## src/rtl/alu_pkg.sv

```systemverilog
// Shared types and defaults for the ALU write-back datapath.
// Flag bit positions index the {N, Z, C} flags vector.
package alu_pkg;

  localparam int DWIDTH = 16;
  localparam int AWIDTH = 3;

  localparam int FLAG_N = 2;
  localparam int FLAG_Z = 1;
  localparam int FLAG_C = 0;

  typedef struct packed {
    logic [DWIDTH-1:0] data;
    logic [AWIDTH-1:0] addr;
    logic              wb;
    logic              carry;
  } wb_entry_t;

endpackage

```

## src/rtl/wb_fifo2.sv

```systemverilog
// Two-entry FIFO; slot0 is always the head, slot1 the second entry.
// Caller must not push when count==2 nor pop when count==0.
module wb_fifo2
  import alu_pkg::*;
#(
  parameter type T = wb_entry_t
) (
  input  logic       clk,
  input  logic       rst_n,
  input  logic       push,
  input  logic       pop,
  input  T           din,
  output T           head,
  output T           tail,
  output logic [1:0] count
);

  T slot0;
  T slot1;

  always_ff @(posedge clk or negedge rst_n) begin
    if (!rst_n) begin
      slot0 <= '0;
      slot1 <= '0;
      count <= 2'd0;
    end else begin
      unique case ({push, pop})
        2'b10: begin
          if (count == 2'd0) slot0 <= din;
          else slot1 <= din;
          count <= count + 2'd1;
        end
        2'b01: begin
          // Leave slot0 untouched when draining to empty so outputs stay stable.
          if (count == 2'd2) slot0 <= slot1;
          count <= count - 2'd1;
        end
        2'b11: slot0 <= din;
        default: ;
      endcase
    end
  end

  assign head = slot0;
  assign tail = (count == 2'd2) ? slot1 : slot0;

endmodule

```

## src/rtl/alu_writeback.sv

```systemverilog
// Write-back stage: buffers ALU results and commits them to the register file.
// Define ALU_WB_FLAGS_EN to add the {N, Z, C} flags output and carry storage.
module alu_writeback
  import alu_pkg::*;
#(
  parameter int DWIDTH = alu_pkg::DWIDTH,
  parameter int AWIDTH = alu_pkg::AWIDTH
) (
  input  logic              clk,
  input  logic              rst_n,
  input  logic              en_in,
  input  logic [DWIDTH-1:0] alu_out,
  input  logic              alu_carry,
  input  logic [AWIDTH-1:0] rd_addr,
  input  logic              wb_req,
  input  logic              rf_ready,
  output logic              rf_we,
  output logic [AWIDTH-1:0] rf_waddr,
  output logic [DWIDTH-1:0] rf_wdata,
  output logic              busy,
  output logic              en_out,
  output logic              fwd_valid,
  output logic [AWIDTH-1:0] fwd_addr,
`ifdef ALU_WB_FLAGS_EN
  output logic [DWIDTH-1:0] fwd_data,
  output logic [2:0]        flags
`else
  output logic [DWIDTH-1:0] fwd_data
`endif
);

  typedef struct packed {
    logic [DWIDTH-1:0] data;
    logic [AWIDTH-1:0] addr;
    logic              wb;
    logic              carry;
  } ent_t;

  ent_t       din;
  ent_t       head;
  ent_t       tail;
  logic [1:0] count;
  logic       head_v;
  logic       push;
  logic       pop;

  assign din.data = alu_out;
  assign din.addr = rd_addr;
  assign din.wb   = wb_req;
`ifdef ALU_WB_FLAGS_EN
  assign din.carry = alu_carry;
`else
  assign din.carry = 1'b0;
`endif

  assign head_v = (count != 2'd0);
  assign busy   = (count == 2'd2);
  assign push   = en_in & ~busy;
  // Flags-only entries never need the port, so they retire at once.
  assign pop    = head_v & (rf_ready | ~head.wb);

  wb_fifo2 #(
    .T(ent_t)
  ) u_fifo (
    .clk  (clk),
    .rst_n(rst_n),
    .push (push),
    .pop  (pop),
    .din  (din),
    .head (head),
    .tail (tail),
    .count(count)
  );

  assign rf_we     = head_v & head.wb;
  assign rf_waddr  = head.addr;
  assign rf_wdata  = head.data;
  assign fwd_valid = head_v & tail.wb;
  assign fwd_addr  = tail.addr;
  assign fwd_data  = tail.data;

  always_ff @(posedge clk or negedge rst_n) begin
    if (!rst_n) en_out <= 1'b0;
    else en_out <= pop;
  end

`ifdef ALU_WB_FLAGS_EN
  always_ff @(posedge clk or negedge rst_n) begin
    if (!rst_n) begin
      flags <= 3'b000;
    end else if (pop) begin
      flags[FLAG_N] <= head.data[DWIDTH-1];
      flags[FLAG_Z] <= (head.data == '0);
      flags[FLAG_C] <= head.carry;
    end
  end

  logic unused_bits;
  assign unused_bits = tail.carry;
`else
  logic unused_bits;
  assign unused_bits = ^{alu_carry, head.carry, tail.carry};
`endif

endmodule

```

## config.mk

```make
export PLATFORM = sky130hd
export DESIGN_NAME = alu_writeback
export DESIGN_NICKNAME = d
export VERILOG_FILES = /design/src/rtl/alu_pkg.sv /design/src/rtl/wb_fifo2.sv /design/src/rtl/alu_writeback.sv
export SDC_FILE = /design/constraint.sdc
export NUM_CORES = 1
export LEC_CHECK = 0
export ABC_AREA = 1
export CELL_PAD_IN_SITES_DETAIL_PLACEMENT = 0
export CELL_PAD_IN_SITES_GLOBAL_PLACEMENT = 2
export CORE_AREA = 2 2 97 99
export CTS_BUF_LIST = sky130_fd_sc_hd__clkbuf_8
export CTS_CLUSTER_SIZE = 12
export DETAILED_ROUTE_END_ITERATION = 8
export DIE_AREA = 0 0 99 101
export PLACE_DENSITY = 0.9
export SLEW_MARGIN = 20
export SYNTH_ARGS = -nofsm -noshare
export SYNTH_HDL_FRONTEND = slang
export SYNTH_HIERARCHICAL = 1
export SYNTH_SLANG_ARGS = --single-unit
```

## constraint.sdc

```tcl
create_clock -name clk -period 1.8 [get_ports clk]
set_input_delay 0.36 -clock clk [delete_from_list [all_inputs] [get_ports clk]]
set_output_delay 0.36 -clock clk [all_outputs]
set_load 0.005 [all_outputs]
```

[After elaboration in Yosys (flattened, before gate mapping)]
Index checks and enable logic that the tools add are counted.
Operators by class
  add/subtract/negate cells: 2
  equal/unequal tests: 5
  muxes and demuxes: 4
  bitwise logic cells: 8
  reduce and logical (&&, ||, !) cells: 6
Operator list (number)
  one-hot mux 21 bit (3 select lines): 1
  2-to-1 mux 21 bit: 2
  == test 2 bit, second input constant: 3
  AND 1 bit: 4
  one-hot mux 2 bit (2 select lines): 1
  AND reduction 2 bit: 2
  nonzero test 2 bit: 2
  inverter 1 bit: 3
  nonzero test 3 bit: 1
  adder 2 x 1 -> 2 bit, second input constant: 1
  == test 2 x 1 -> 1 bit, second input constant: 1
  zero test 2 bit: 1
  != test 2 x 1 -> 1 bit, second input constant: 1
  subtractor 2 x 1 -> 2 bit, second input constant: 1
  OR 1 bit: 1
Word-level totals
  bits in registers: 43
  input port bits: 25
  output and inout bits: 42
  word-level logic and storage cells: 33

[Longest topological paths before layout]
  word-level depth: 6
  mapped depth: 12
  gate-level depth less buffers: 11

[Hierarchy]
The synthesis kept the hierarchy.
Modules (own cells, without submodules)
  wb_fifo2: instances 1, cells an instance 312, area each 2289.7 um^2, seq. area each 1101.1 um^2
  alu_writeback: instances 1, cells an instance 13, area each 72.6 um^2, seq. area each 25.0 um^2

[Worst setup path after synthesis]
No wires, ideal clock.
  kind: register to register
  start point: reg u_fifo.count[1]
  end point: reg u_fifo/head[0] (netlist name)
  library setup time: 0.117 ns
  arrival time: 1.523 ns
  data required time: 1.683 ns
  setup slack: 0.159 ns
  stages on the path, launching flop included: 11
  buffers on the path: 1
  period minus slack after synthesis: 1.641 ns
  cell sequence: dfrtp_1 inv_1 nor2_2 nor2_1 inv_1 ha_1 inv_1 clkbuf_1 nand2_1 nand3_1 nand2_1
RTL lines
  from (decl): RTL line wb_fifo2.sv:15  | output logic [1:0] count
  from (signal assigned): RTL line wb_fifo2.sv:31  | count <= count + 2'd1;
  from (signal assigned): RTL line wb_fifo2.sv:36  | count <= count - 2'd1;

[Final worst setup path]
  start point: reg u_fifo.count[0]
  end point: out fwd_data[6]
Between the ends
  word-level cells in the longest chain between the ends: 2
Ends and longest elaborated chain
  == test 2 bit: RTL line wb_fifo2.sv:45  | assign tail = (count == 2'd2) ? slot1 : slot0;
  2-to-1 mux 21 bit: RTL line wb_fifo2.sv:45
  to (decl): RTL line alu_writeback.sv:28  | output logic [DWIDTH-1:0] fwd_data
Every way passes these cells. The select of a mux whose other input is x is not followed.

==> flow_summary.toml <==
[drt]
avgViaCountPerCell = 4.62
initialDrtViolationCount = 120
drtAntennaViolNets = 0
wirelength_um = 8460
drt-pass1-iter-count = 4
drc = 0
routedWlPerCell_um = 15.6
vias = 2511

[pwr]
power_per_cell_area_mw_per_mm2 = 2130
p_leak_uw = 0.00214
peakVddDrop_mv = 0.726

[layout]
nNetsFinal = 459
synthToLayoutAreaGrowth_pct = 89.1
drive_gt1_frac = 0.456
final_area_mm2 = 0.00428
seq_area_mm2 = 0.00108
multi_input_area_mm2 = 0.00145
n_antenna_cell = 0
fill_cells = 851

[floorplanning]
die_y_um = 101
rows = 35
die-area_mm2 = 0.0100
core_mm2 = 0.00898
start_util = 0.252
die_x_um = 99
num_io_pins = 67

[setup_path]
cp_cell_sequence = "buf_6, clkinv_8, nand2_8, buf_6, buf_6, buf_6, nand2_2, nand2_1, buf_2"
worst_ep_arrival_time_ns = 1.53
worstPathMaxFanout = 6
slowest_delay_ns = 0.39
crit_family = "buffers and inverters"
slowest_stage = "dfrtp_1"
critPathBufInv = 6
critical_path_class = "flop to output port"
path_common_cell = "buf_6"
start_kind = "flop"
crit_required_ns = 1.44
end_kind = "output port"

[place]
place_congestion = 0.826
port_buffers = 65
post_dp_cell_area_mm2 = 0.00322
preCtsSetupSlack_ns = -0.245
dpl.hpwl_um = 4720

[clock_tree]
cts_hold_buf = 0
h-tree-depth = 2
cts_root_buffer = "clkbuf_8"
clock_latency_ns = 0.30
clock_path_buffers = 2
clk_pin_slew_ns = 0.09
cts_made_buffers = 5
cts.sinks = 43
tritoncts = "done"

[grt]
grt-ovfl-total = 0
grt_pass1_wl_um = 12100
grt_max_degree = 23
antenna_found_initial = 0
grt_pass1_vias = 2408
track_usage = 0.153

[synthesis]
syn-num-nets = 339
syn_area_mm2 = 0.00226
avgSynthCellArea_um2 = 7.27
synthCells = 311
yosysWarnings = 6

[sta]
fin_ws_ns = -0.0908
period_share = 1.05
skew_ns = 0.00587
relSlewSlack = 0.681
slew_viol_final = 0
worst_pin_slew_ns = 0.478
max_clock_freq_mhz = 529
worst_hold_slack_ns = 0.00290
finalSetupViolCount = 30
fin_tns_setup_ns = -1.01
min_period_ns = 1.89
hold_viol = 0
rsz0062_at_grt = "yes"

[run]
cap_violations = 0

[status]
status = "finished, violations left"
violations = "setup timing"

[hold_path]
hold_path.class = "primary input to async pin"
[stage by stage]
step,std cells,total power (µW),utilization
floorplan,311,3840,-
global placement,496,6080,0.359
detailed placement,496,6170,0.359
CTS,526,7600,0.404
finish,543,9130,0.477
global route,543,9800,0.477
[layer usage]
layer,up-vias,wire [µm],global-route usage
li1,1219,-,-
met1,1210,3660,0.202
met5,-,0,0
met2,71,4240,0.258
met4,0,93,0.0379
met3,11,460,0.0305
[power by group]
| group | switching [µW] | internal, µW |
|---|---|---|
| Combinational | 3050 | 3310 |
| Clock | 351 | 450 |
| Sequential | 504 | 1470 |
| Total | 3900 | 5230 |
[timing repair]
item | in CTS | in global routing
cloned | 3 | 7
resized for setup | 102 | 145
pin swaps | 3 | 47
endpoints found under the hold margin | 0 | 0
setup buffers | 19 | 15
setup endpoints to repair | 42 | 62
[flip-flops by register name, summed over array words and instances, names as in the netlist]
register,cells
en_out,1
u_fifo/count,2
u_fifo/head,20
u_fifo/slot1,20
[path summary, 6_finish.rpt]
kind | start | to | cells after the start | slack (ns)
max | u_fifo/count[0]$_DFFE_PN0P_ | fwd_data[6] | 9 | -0.09
min | rst_n | u_fifo/head[17]$_DFFE_PN0P_ | 1 | 0.003
max reg2reg | u_fifo/count[1]$_DFFE_PN0P_ | u_fifo/head[6]$_DFFE_PN0P_ | 13 | -0.05
min reg2reg | u_fifo/slot1[13]$_DFFE_PN0P_ | u_fifo/slot1[13]$_DFFE_PN0P_ | 2 | 0.50
max in group asynchronous | rst_n | u_fifo/head[11]$_DFFE_PN0P_ | 2 | 1.17
min in group clk | u_fifo/slot1[13]$_DFFE_PN0P_ | u_fifo/slot1[13]$_DFFE_PN0P_ | 2 | 0.50
[worst register-to-register path: cells and delay by family (launching register included)]
family	cells	cell delay [ns]
adders and majority gates	1	0.17
and+or+nand+nor	6	0.54
buffers and inverters	6	0.64
DFF	1	0.45
[layout make-up]
class / instances / area share
Tap cell: 111 / 0.0325
Timing Repair Buffer: 130 / 0.312
Multi-Input combinational cell: 219 / 0.339
Clock inverter: 2 / 0.00819
Timing Repair inverter: 1 / 0.00205
Inverter: 31 / 0.0348
Sequential cell: 43 / 0.252
Clock buffer: 6 / 0.0193
[placed cells by master (no fill, tap or decap), types with 3 or more instances in the layout]
cell,count
nand2_1,83
dfrtp_1,42
clkdlybuf4s50_1,42
buf_6,30
nand3_2,29
nand3_1,27
buf_4,26
nand2_2,25
inv_1,24
nand2_4,14
o21ai_1,11
clkbuf_2,9
o21ai_2,9
buf_2,8
clkbuf_8,6
clkbuf_16,5
buf_12,5
nand3_4,5
nor2_4,4
buf_8,4
nor2_2,3
nor2_1,3
No activity file was read; power rests on OpenSTA's default activity.
